$ cat config.mk
export PLATFORM = sky130hd
export DESIGN_NAME = serial_subtractor_fsm
export DESIGN_NICKNAME = d
export VERILOG_FILES = /design/src/rtl/serial_subtractor_fsm.sv
export SDC_FILE = /design/constraint.sdc
export NUM_CORES = 1
export LEC_CHECK = 0
export CORE_AREA = 2 2 53 55
export DETAILED_ROUTE_END_ITERATION = 10
export DIE_AREA = 0 0 55 57
export DONT_BUFFER_PORTS = 1
export GPL_TIMING_DRIVEN = 0
export SLEW_MARGIN = 20
export SYNTH_ARGS = -nofsm -noshare
export SYNTH_HDL_FRONTEND = slang
export SYNTH_SLANG_ARGS = --single-unit
export TNS_END_PERCENT = 100
$ cat constraint.sdc
create_clock -name clk -period 3 [get_ports clk]
set_input_delay 0.9 -clock clk [delete_from_list [all_inputs] [get_ports clk]]
set_output_delay 0.9 -clock clk [all_outputs]
set_load 0.01 [all_outputs]
$ cat src/rtl/serial_subtractor_fsm.sv
// Bit-serial N-bit r = a - b, LSB first, one bit per clock; done pulses N cycles after start with flags {Nf,Z,C,V}.
// Optional SUB_ADD_MODE_EN adds an op input (0 = add, 1 = subtract) latched alongside a/b.
module serial_subtractor_fsm #(
  parameter int N = 4
) (
  input  logic         clk,
  input  logic         rst,
  input  logic         start,
  input  logic [N-1:0] a,
  input  logic [N-1:0] b,
`ifdef SUB_ADD_MODE_EN
  input  logic         op,
`endif
  output logic [N-1:0] r,
  output logic [3:0]   f,
  output logic         busy,
  output logic         done
);

  localparam int CW = (N > 1) ? $clog2(N) : 1;

  typedef enum logic [1:0] {IDLE, SHIFT, DONE} state_t;

  state_t         state_q, state_d;
  logic [N-1:0]   a_q, b_q, sum_q, r_q;
  logic [3:0]     f_q;
  logic           carry_q;
  logic [CW-1:0]  cnt_q;
  logic           sub_q;

  logic           a_bit, b_eff_bit, sum_bit, carry_nxt, last_bit, load;
  logic [N-1:0]   res_full;

  // State register
  always_ff @(posedge clk or posedge rst) begin
    if (rst) state_q <= IDLE;
    else     state_q <= state_d;
  end

  // Next-state logic
  always_comb begin
    state_d = state_q;
    case (state_q)
      IDLE:    if (start) state_d = SHIFT;
      SHIFT:   if (last_bit) state_d = DONE;
      DONE:    state_d = start ? SHIFT : IDLE;
      default: state_d = IDLE;
    endcase
  end

  // Output logic
  always_comb begin
    busy = (state_q == SHIFT);
    done = (state_q == DONE);
  end

  // Operands stay unshifted; the bit counter selects the current column.
  always_comb begin
    last_bit  = (cnt_q == CW'(N - 1));
    load      = start && (state_q != SHIFT);
    a_bit     = a_q[cnt_q];
    b_eff_bit = sub_q ? ~b_q[cnt_q] : b_q[cnt_q];
    sum_bit   = a_bit ^ b_eff_bit ^ carry_q;
    carry_nxt = (a_bit & b_eff_bit) | (carry_q & (a_bit ^ b_eff_bit));
    res_full  = {sum_bit, sum_q[N-1:1]};
  end

  always_ff @(posedge clk or posedge rst) begin
    if (rst) begin
      a_q     <= '0;
      b_q     <= '0;
      sum_q   <= '0;
      r_q     <= '0;
      f_q     <= '0;
      carry_q <= 1'b1;
      cnt_q   <= '0;
      sub_q   <= 1'b1;
    end else if (load) begin
      a_q     <= a;
      b_q     <= b;
      cnt_q   <= '0;
`ifdef SUB_ADD_MODE_EN
      sub_q   <= op;
      carry_q <= op;
`else
      sub_q   <= 1'b1;
      carry_q <= 1'b1;
`endif
    end else if (state_q == SHIFT) begin
      sum_q   <= res_full;
      carry_q <= carry_nxt;
      cnt_q   <= cnt_q + CW'(1);
      // On the MSB column a_bit/b_eff_bit are the operand sign bits.
      if (last_bit) begin
        r_q <= res_full;
        f_q <= {sum_bit, (res_full == '0), carry_nxt,
                (a_bit == b_eff_bit) && (sum_bit != a_bit)};
      end
    end
  end

  assign r = r_q;
  assign f = f_q;

endmodule

; ---- Word level (Yosys, flattened, before mapping)
; Index checks and enable logic that the tools add are counted.
[totals]
out_inout_bits = 10
ff_bits = 25
in_bits = 11
word_cells = 45
[classes]
reduce_logical = 8
bitwise_logic = 7
add_sub_neg = 1
magnitude_cmp = 1
n_eq_ne = 8
muxes = 12
[op_table]
columns = operator, n
row1 = 2-bit two-way mux, 4
row2 = 2-bit case mux with 3 select lines, 1
row3 = 1-bit two-way mux, 5
row4 = 1-bit binary-select mux with 2-bit select, 2
row5 = 2-bit equality test (second input constant), 2
row6 = 4-bit logical NOT, 1
row7 = 2-bit by 1-bit != test with 1-bit output (second input constant), 2
row8 = 2-bit AND reduction, 2
row9 = 2-bit by 3-bit less-than comparator with 1-bit output (second input constant), 1
row10 = 3-bit AND reduction, 1
row11 = 2-bit by 1-bit adder with 2-bit output (second input constant), 1
row12 = 1-bit AND, 2
row13 = 2-bit by 1-bit equality test with 1-bit output (second input constant), 1
row14 = 1-bit logical AND, 2
row15 = 2-bit logical NOT, 1
row16 = 2-bit != test (second input constant), 1
row17 = 1-bit NOT, 2
row18 = 2-bit nonzero test, 1
row19 = 1-bit XOR, 2
row20 = 1-bit equality test, 1
row21 = 1-bit != test, 1
row22 = 1-bit bitwise OR, 1

; ---- Longest topological paths before layout
; Gate-level depths: netlist (run 1).
[logic_depth]
ltp_word = 8
mapped_depth = 5
mapped_depth_nobuf = 5

; ---- Worst setup path after synthesis (run 1)
; Ideal clock, no wire load.
[synth_timing]
path_type = register -> register
from = register cnt_q[0]
to = register f_q[2] (netlist: f[2])
setup_ns = 0.083
arrival_ns = 2.254
n_path_buf = 0
path_stages_with_launch = 5
path_slack_ns = 0.664
synth_period_minus_slack_ns = 2.336
required_time_ns = 2.917
cell_sequence = dfrtp_1 > mux4_1 > fa_1 > or4b_2 > o21ai_0
[synth_via]
elab_chain_len = 6
word_cells_on_any_way = 10
classes_between = eq/ne (1) / mux (4) / bitwise (3) / reduce/logical (2)
[synth_lines]
columns = item, line
row1 = start: declaration, 28  ; logic [CW-1:0] cnt_q;
row2 = start signal: assignment, 92  ; cnt_q <= cnt_q + CW'(1);
row3 = 1-bit binary-select mux with 2-bit select, --
row4 = 1-bit two-way mux, --
row5 = 1-bit NOT, 62  ; b_eff_bit = sub_q ? ~b_q[cnt_q] : b_q[cnt_q];
row6 = 1-bit XOR (2 in series), 63  ; sum_bit = a_bit ^ b_eff_bit ^ carry_q;
row7 = 4-bit logical NOT, 96  ; f_q <= {sum_bit, (res_full == '0), carry_nxt,
row8 = end signal: assignment, 96
row9 = end: declaration, 26  ; logic [3:0] f_q;
; Several ways; a longest one is shown, not always the timed one. The select of a mux whose other input is x is not followed.
; A chain may end at the register's enable or synchronous reset.

; ---- Final worst setup path (run 1)
; Ends and elaborated chain as after synthesis.

==> out/qor.txt, run 1 <==
syn_nets: 93
area delta synth->final: 6.68%
met3 routed wirelength: 87 microns
Maximum Capacitance Violations: 0
cells after synthesis: 79
Final Slew Violations: 0
last element of the critical path: f[2]$_DFFE_PP0P_
Largest stage delay, worst path: 0.64 ns
highest clock frequency the design can meet: 402 MHz
crit-path max FO: 5
setup repair after global routing missed its margin: false
first-pass GRT wire length: 2580 microns
summed instance area of the synthesized netlist: 992 sq um
Horiz. Die Dim: 55 microns
maximum resistive drop on vdd: 0.598 mV
fin crit period: 2.49 ns
nature of the critical path endpoint: flop
nets@finish: 98
Critical Setup Path Class: flop to flop
setup violation total in the final timing report: 0
remaining antenna violation count: 0
top routing layer in use: met4
PwrDens: 1170 nW/um^2
launching element of the worst setup path: cnt_q[0]$_DFFE_PP0P_
final setup margin: 0.510 ns
mean instance size in the synthesized netlist: 12.6 sq um
status: completed
fraction of the mapped netlist area in simple logic gates: 9.33%
number of buffers inserted for hold repair after clock tree synthesis: 0
non-filler cells in the finished layout: 114
Slew headroom: 42.6%
area enclosed by the die boundary: 3140 sq um
synthesized-area fraction occupied by xor and xnor cells: 0.883%
commonest non-fill, non-tap cell in the layout: sky130_fd_sc_hd__dfrtp_1
post-cts sizing count: 0
number of remaining DRC errors: 0
H-tree levels: 1
antenna violations before repair: 0
path class of the lowest-slack min-delay path: flop to flop
Final Hold Violating Endpoints: 0
via count of the first global-routing pass: 603
Placer Congestion: 0.669
transition time at the pin with the least slew margin: 0.859 ns
core box area: 2620 sq um
GRT Resource Usage Total: 11.5%
Die H: 57 microns
worst clock skew: 0.0163 ns
via count of the routed design: 571
ratio of routed vias to standard cells: 5.01
first-iteration detailed-routing DRC count: 7
highest-count cells in the layout ignoring fill and taps: 22 x sky130_fd_sc_hd__dfrtp_1, 14 x sky130_fd_sc_hd__nand2_1, 11 x sky130_fd_sc_hd__mux2_2
slowest stage cell on the critical path: sky130_fd_sc_hd__mux4_1
flop and latch count out of synthesis: 23
WL met2: 774 microns
antenna diode count: 0
mean routed wirelength per cell: 13.9 microns
critical path launch point type: flop
multiplexer area fraction after synthesis: 17.4%
R2R setup slack: 0.51 ns
warnings from Yosys: 0
post-synthesis compound-gate area fraction: 5.42%
clock slew at reported path FFs: 0.14 ns
number of top-level pins: 21
post-detailed-routing wire length: 1590 microns
worst setup timing slack at the placement stage: 0.518 ns
initial core utilization: 37.9%
number of buffers between clock root and the deepest sink: 2
insertion delay of the later-clocked pin in the worst-skew pair: 0.32 ns
detailed-routing iteration count for the pre-antenna-repair pass: 4
required time of the critical path: 3.26 ns
number of unique standard cell types used by synthesis: 21
number of instances in the placed design: 110
largest family of logic cells by synthesized area: multiplexers
sum of negative setup slack: 0 ns
sequential-to-total area share from yosys stat: 58.1%
final critical-path share of the clock period: 83.0%
LEAKAGE: 0.502 nW
TritonCTS Buffers: 3
GR Overflow Total: 0
CTS Sinks: 23
crit path cell chain: mux4_1 -> fa_1 -> or4b_2 -> o21ai_0
data arrival time of the critical path: 2.75 ns
row count: 19
pin count of the biggest net entering global routing: 24
cell chosen for the clock root: sky130_fd_sc_hd__clkbuf_4
depth of the worst register-to-register path: 4
startpoint of the most critical register-to-register path: cnt_q[0]$_DFFE_PP0P_
Final Hold Slack: 0.509 ns
Post-Synth Adder-Cell Area: 4.54%
fraction of final layout cells sized beyond drive strength 1: 25.3%
number of post-CTS setup repair buffers: 0
HPWL after DPL: 1150 microns
endpoint of the worst-slack reg-to-reg timing path: f[2]$_DFFE_PP0P_
CTS tree: built
wire length on met1: 704 microns
total power consumption of the routed design: 1.24 mW
IO Port Bufs: 0
-- cell type report --
class,instances,area (sq um)
clock inverter,1,5.00
buffer,3,16.3
inverter,7,26.3
multi-input combinational,46,373
sequential,23,577
fill,258,1560
clock buffer,3,22.5
tap,31,38.8
-- metal layers --
| metal | global-route usage [%] | vias up |
|---|---|---|
| li1 | - | 274 |
| met1 | 13.7 | 279 |
| met2 | 18.0 | 16 |
| met3 | 6.02 | 2 |
| met4 | 3.14 | 0 |
| met5 | 0 | - |
-- state kept, by name (all words and copies together) (netlist names) --
name,count
a_q,4
b_q,4
carry_q,1
cnt_q,2
f,3
r,4
state_q,2
sum_q,3
-- report_power, final --
group / switching, mW / internal [mW]
Clock: 0.0949 / 0.0499
Sequential: 0.113 / 0.462
Combinational: 0.262 / 0.258
-- cell usage after synthesis --
| library cell | n | area share [%] |
|---|---|---|
| sky130_fd_sc_hd__dfrtp_1 | 22 | 55 |
| sky130_fd_sc_hd__nand2_1 | 14 | 5.3 |
| sky130_fd_sc_hd__mux2_2 | 11 | 12 |
| sky130_fd_sc_hd__inv_1 | 7 | 2.6 |
| sky130_fd_sc_hd__o21ai_0 | 7 | 3.5 |
| sky130_fd_sc_hd__ha_1 | 2 | 2.5 |
| sky130_fd_sc_hd__nand3_1 | 2 | 1.0 |
| sky130_fd_sc_hd__buf_2 | 1 | 0.50 |
| sky130_fd_sc_hd__buf_4 | 1 | 0.76 |
| sky130_fd_sc_hd__clkbuf_1 | 1 | 0.38 |
| sky130_fd_sc_hd__dfstp_2 | 1 | 2.6 |
| sky130_fd_sc_hd__fa_1 | 1 | 2.0 |
| sky130_fd_sc_hd__mux4_1 | 1 | 2.6 |
| sky130_fd_sc_hd__mux4_2 | 1 | 2.3 |
| sky130_fd_sc_hd__nand2b_1 | 1 | 0.63 |
| sky130_fd_sc_hd__nand3b_1 | 1 | 0.76 |
| sky130_fd_sc_hd__nor2b_1 | 1 | 0.63 |
| sky130_fd_sc_hd__o22ai_1 | 1 | 0.63 |
| sky130_fd_sc_hd__o31ai_2 | 1 | 1.3 |
| sky130_fd_sc_hd__or4b_2 | 1 | 1.0 |
| sky130_fd_sc_hd__xor2_1 | 1 | 0.88 |
-- metrics by stage --
step / area, sq um / utilization (%)
after detailed placement: 1030 / 39.4
after global routing: 1060 / 40.5
after CTS: 1060 / 40.5
after floorplan: 992 / -
final: 1060 / 40.5
after global placement: 1030 / 39.4
-- how the worst min path moves through the flow --
stage                               from                   end  slack (ns)  cells after the start
floorplan           sum_q[1]$_DFFE_PP0P_  sum_q[1]$_DFFE_PP0P_        0.46                      2
global placement      b_q[1]$_DFFE_PP0P_    b_q[1]$_DFFE_PP0P_        0.48                      1
detailed placement  sum_q[1]$_DFFE_PP0P_  sum_q[1]$_DFFE_PP0P_        0.49                      2
CTS                   b_q[1]$_DFFE_PP0P_    b_q[1]$_DFFE_PP0P_        0.52                      1
global route          a_q[0]$_DFFE_PP0P_    a_q[0]$_DFFE_PP0P_        0.54                      1
finish                b_q[1]$_DFFE_PP0P_    b_q[1]$_DFFE_PP0P_        0.51                      1
-- kinds of logic (layout without fill, tap and decap cells) --
logic type / after synthesis / in the layout
xor+xnor: 1 / 1
flops: 23 / 23
fa+ha+maj: 3 / 3
compound gates: 9 / 9
mux: 13 / 13
buf+inv: 10 / 14
simple gates: 20 / 20
-- critical path, delay by kind of cell, from the launching register on --
family                     cells  cell delay, ns
adders and majority gates      1            0.59
muxes                          1            0.64
DFF                            1            0.47
AOI/OAI and AO/OA              1            0.15
and+or+nand+nor                1            0.59
Note: power is estimated with default switching activity, not from simulation.
==> inputs of run 2 (changes only) <==
Clock period 3 ns to 2.2 ns, I/O delays scaled along.
==> run 2 against run 1 <==
- clock power up 35%
- fmax up 15%
- final cell count up 1.8%
- worst setup slack worse by 0.47 ns
- hold slack worse by 0.11 ns
- wire length down 3.3%
- register-to-register slack worse by 0.47 ns
- combinational power up 55%
==> out/qor.txt, run 2 (synthesis results as in run 1) <==
sum of negative setup slack: 0 ns
detailed-routing iteration count for the pre-antenna-repair pass: 4
commonest non-fill, non-tap cell in the layout: sky130_fd_sc_hd__dfrtp_1
nature of the critical path endpoint: flop
highest-count cells in the layout ignoring fill and taps: 21 x sky130_fd_sc_hd__dfrtp_1, 14 x sky130_fd_sc_hd__nand2_1, 11 x sky130_fd_sc_hd__mux2_2
startpoint of the most critical register-to-register path: cnt_q[0]$_DFFE_PP0P_
Die H: 57 microns
initial core utilization: 37.9%
crit-path max FO: 4
Slew headroom: 42.4%
cell chosen for the clock root: sky130_fd_sc_hd__clkbuf_4
non-filler cells in the finished layout: 116
required time of the critical path: 2.45 ns
TritonCTS Buffers: 3
antenna diode count: 0
LEAKAGE: 0.505 nW
nets@finish: 100
via count of the first global-routing pass: 633
fraction of final layout cells sized beyond drive strength 1: 29.4%
area enclosed by the die boundary: 3140 sq um
number of instances in the placed design: 110
depth of the worst register-to-register path: 4
insertion delay of the later-clocked pin in the worst-skew pair: 0.31 ns
pin count of the biggest net entering global routing: 24
post-layout utilization of the core: 41.1%
H-tree levels: 1
HPWL after DPL: 1140 microns
Placer Congestion: 0.699
via count of the routed design: 597
final critical-path share of the clock period: 98.4%
setup repair after global routing missed its margin: true
# fillers: 276
first-iteration detailed-routing DRC count: 8
endpoint of the worst-slack reg-to-reg timing path: f[2]$_DFFE_PP0P_
number of buffers between clock root and the deepest sink: 2
number of remaining DRC errors: 0
clock slew at reported path FFs: 0.12 ns
Final Hold Violating Endpoints: 0
first-pass GRT wire length: 2660 microns
GR Overflow Total: 0
path class of the lowest-slack min-delay path: input pin to async pin
CTS Sinks: 23
Horiz. Die Dim: 55 microns
row count: 19
setup violation total in the final timing report: 0
area delta synth->final: 8.45%
R2R setup slack: 0.04 ns
Critical Setup Path Class: flop to flop
status: completed
IO Port Bufs: 0
antenna violations before repair: 0
critical path launch point type: flop
maximum resistive drop on vdd: 0.912 mV
post-detailed-routing wire length: 1530 microns
GRT Resource Usage Total: 11.8%
number of top-level pins: 21
CTS tree: built
ratio of routed vias to standard cells: 5.15
highest clock frequency the design can meet: 462 MHz
fin crit period: 2.16 ns
transition time at the pin with the least slew margin: 0.864 ns
PwrDens: 1660 nW/um^2
worst clock skew: 0.00373 ns
Final Slew Violations: 0
final non-filler cell area: 1080 sq um
remaining antenna violation count: 0
mean routed wirelength per cell: 13.2 microns
core box area: 2620 sq um
cell area reported after detailed placement: 1030 sq um
data arrival time of the critical path: 2.42 ns
Maximum Capacitance Violations: 0
run 2: cell count changes in the layout (fill, tap and decap cells not counted), sizes merged:
cell	change
clkinv	-1
clkbuf	+1
buf	+2
run 2: how the worst max path moves through the flow:
stage,from,endpoint,slack [ns],cells past startpoint
after floorplan,cnt_q[0]$_DFFE_PP0P_,f[2]$_DFFE_PP0P_,0.03,4
after global placement,cnt_q[0]$_DFFE_PP0P_,f[2]$_DFFE_PP0P_,-0.09,4
after detailed placement,cnt_q[0]$_DFFE_PP0P_,f[2]$_DFFE_PP0P_,-0.1,4
after CTS,cnt_q[0]$_DFFE_PP0P_,f[2]$_DFFE_PP0P_,0.02,4
after global routing,cnt_q[0]$_DFFE_PP0P_,f[2]$_DFFE_PP0P_,-0.03,4
final,cnt_q[0]$_DFFE_PP0P_,f[2]$_DFFE_PP0P_,0.04,4
run 2: final cells by class:
type	instances	area, sq um	area share (%)
repair buffers	2	15.0	1.40
well taps	31	38.8	3.60
plain buffers	3	16.3	1.51
inverters	7	26.3	2.44
flip-flops and latches	23	578	53.7
multi-input cells	46	375	34.9
clock buffers	4	26.3	2.44
run 2: timing repair:
item | 4_1_cts | 5_1_grt
gates resized for setup | 2 | 0
setup endpoints to repair | 1 | 1
buffers inserted | 2 | 0
hold buffers | 0 | 0
pin swaps | 1 | 0
run 2: layer usage:
layer	wire length [microns]	GRT usage [%]
met5	0	0
met4	9	2.09
met3	142	6.54
met2	754	18.9
met1	626	13.9
run 2: metrics by stage:
stage | power [mW] | worst slack [ns] | hold slack [ns]
2_1_floorplan | 1.39 | 0.0269 | 0.466
3_3_place_gp | 1.51 | -0.0924 | 0.485
3_5_place_dp | 1.54 | -0.0993 | 0.489
4_1_cts | 1.82 | 0.0190 | 0.417
5_1_grt | 1.97 | -0.0270 | 0.446
6_report | 1.78 | 0.0355 | 0.399
run 2: worst max-delay path, stage by stage, from the launching register on:
cell,delay [ns]
sky130_fd_sc_hd__dfrtp_2,0.43
sky130_fd_sc_hd__mux4_2,0.55
sky130_fd_sc_hd__fa_2,0.55
sky130_fd_sc_hd__or4b_4,0.44
sky130_fd_sc_hd__o21ai_1,0.14
run 2: where the power goes:
part	switching (mW)	internal, mW	total [mW]
registers	0.153	0.632	0.785
clock network	0.125	0.0709	0.196
logic	0.379	0.425	0.804
==> inputs of run 3 (changes only) <==
Settings changed: DONT_BUFFER_PORTS 1 to default, PLACE_DENSITY from default to 0.66, SKIP_CTS_REPAIR_TIMING from default to 1.
==> run 3 against run 2 <==
- the flow now finishes with violations (setup timing)
- fmax is 2.1% lower
- clock skew is 0.0012 ns higher
- largest cell class unchanged
- wire length is 5.3% higher
- design area is 18% higher
- critical endpoint unchanged
- via count is 9.2% higher
- sequential power is 3.7% lower
- die area stayed put
- sequential share of layout area is 8.4 points lower
==> out/qor.txt, run 3 (synthesis results as in run 1) <==
GR Overflow Total: 0
HPWL after DPL: 1240 microns
area enclosed by the die boundary: 3140 sq um
Die H: 57 microns
sum of negative setup slack: -0.0116 ns
nature of the critical path endpoint: flop
path class of the lowest-slack min-delay path: flop to flop
Critical Setup Path Class: flop to flop
first-pass GRT wire length: 2690 microns
LEAKAGE: 0.586 nW
antenna diode count: 0
highest-count cells in the layout ignoring fill and taps: 21 x sky130_fd_sc_hd__dfrtp_1, 19 x sky130_fd_sc_hd__clkdlybuf4s50_1, 14 x sky130_fd_sc_hd__nand2_1
Slew headroom: 42.7%
PwrDens: 1480 nW/um^2
via count of the first global-routing pass: 621
crit-path max FO: 4
# fillers: 257
transition time at the pin with the least slew margin: 0.859 ns
H-tree levels: 1
Placer Congestion: 0.699
pin count of the biggest net entering global routing: 24
fin crit period: 2.21 ns
insertion delay of the later-clocked pin in the worst-skew pair: 0.31 ns
final setup margin: -0.0116 ns
initial core utilization: 37.9%
remaining antenna violation count: 0
number of remaining DRC errors: 0
maximum resistive drop on vdd: 0.682 mV
critical path launch point type: flop
CTS tree: built
violations in the final reports: setup timing
worst clock skew: 0.00492 ns
IO Port Bufs: 20
nets@finish: 119
mean routed wirelength per cell: 11.9 microns
data arrival time of the critical path: 2.46 ns
highest clock frequency the design can meet: 452 MHz
ratio of routed vias to standard cells: 4.83
final critical-path share of the clock period: 101%
TritonCTS Buffers: 3
Final Hold Violating Endpoints: 0
required time of the critical path: 2.45 ns
post-detailed-routing wire length: 1610 microns
number of top-level pins: 21
clock slew at reported path FFs: 0.12 ns
antenna violations before repair: 0
Maximum Capacitance Violations: 0
final non-filler cell area: 1270 sq um
status: finished with violations
fraction of final layout cells sized beyond drive strength 1: 24.0%
first-iteration detailed-routing DRC count: 1
via count of the routed design: 652
area delta synth->final: 28.5%
GRT Resource Usage Total: 12.1%
number of buffers between clock root and the deepest sink: 2
detailed-routing iteration count for the pre-antenna-repair pass: 2
Final Slew Violations: 0
cell area reported after detailed placement: 1230 sq um
CTS Sinks: 23
cell chosen for the clock root: sky130_fd_sc_hd__clkbuf_4
commonest non-fill, non-tap cell in the layout: sky130_fd_sc_hd__dfrtp_1
setup violation total in the final timing report: 1
setup repair after global routing missed its margin: true
row count: 19
Horiz. Die Dim: 55 microns
core box area: 2620 sq um
run 3: cell types whose count changed in the layout (fill, tap and decap cells not counted), sizes merged:
cell           before  now
clkdlybuf4s50       0   19
dlymetal6s2s        0    1
buf                 4    3
run 3: per-stage QoR:
stage	hold slack, ns	power, mW	util (%)	instances	setup WS [ns]
floorplan	0.466	1.39	-	79	0.0269
global placement	0.468	1.66	47.1	130	-0.108
detailed placement	0.481	1.70	47.1	130	-0.163
CTS	0.510	1.89	48.1	134	-0.192
global route	0.526	2.07	48.8	135	-0.0734
finish	0.503	1.89	48.8	135	-0.0116
run 3: final timing paths:
| kind | slack (ns) | startpoint | endpoint | cells past startpoint |
|---|---|---|---|---|
| setup / recovery | -0.01 | cnt_q[0]$_DFFE_PP0P_ | f[2]$_DFFE_PP0P_ | 4 |
| hold / removal | 0.50 | f[0]$_DFFE_PP0P_ | f[0]$_DFFE_PP0P_ | 2 |
| setup reg to reg | -0.01 | cnt_q[0]$_DFFE_PP0P_ | f[2]$_DFFE_PP0P_ | 4 |
| hold reg to reg | 0.50 | f[0]$_DFFE_PP0P_ | f[0]$_DFFE_PP0P_ | 2 |
| max in group asynchronous | 0.81 | rst | cnt_q[0]$_DFFE_PP0P_ | 2 |
| min in group asynchronous | 0.81 | rst | a_q[3]$_DFFE_PP0P_ | 2 |
run 3: layer usage:
| metal | GRT usage [%] | vias up | part of all wire (%) |
|---|---|---|---|
| met5 | 0 | - | 0 |
| met4 | 6.27 | 0 | 2.0 |
| li1 | - | 318 | - |
| met2 | 18.4 | 19 | 49 |
| met1 | 16.2 | 312 | 44 |
| met3 | 2.36 | 3 | 4.6 |
run 3: report_power, final:
part / switching [mW] / leakage [nW] / internal (mW)
sequential: 0.125 / 0.279 / 0.632
combinational: 0.419 / 0.292 / 0.520
clock: 0.122 / 0.0150 / 0.0709
total: 0.666 / 0.586 / 1.22
run 3: area by class of cell:
| class | count | area, sq um | share of cell area (%) |
|---|---|---|---|
| clock buffers | 4 | 26.3 | 2.06 |
| multi-input cells | 46 | 379 | 29.7 |
| repair buffers | 21 | 210 | 16.5 |
| plain buffers | 3 | 16.3 | 1.28 |
| inverters | 7 | 26.3 | 2.06 |
| well taps | 31 | 38.8 | 3.04 |
| flip-flops and latches | 23 | 578 | 45.3 |
run 3: worst max-delay path, cell delays in order (launching register included):
cell                      delay [ns]
sky130_fd_sc_hd__dfrtp_2        0.42
sky130_fd_sc_hd__mux4_2         0.55
sky130_fd_sc_hd__fa_2           0.59
sky130_fd_sc_hd__or4b_4         0.46
sky130_fd_sc_hd__o21ai_2        0.13
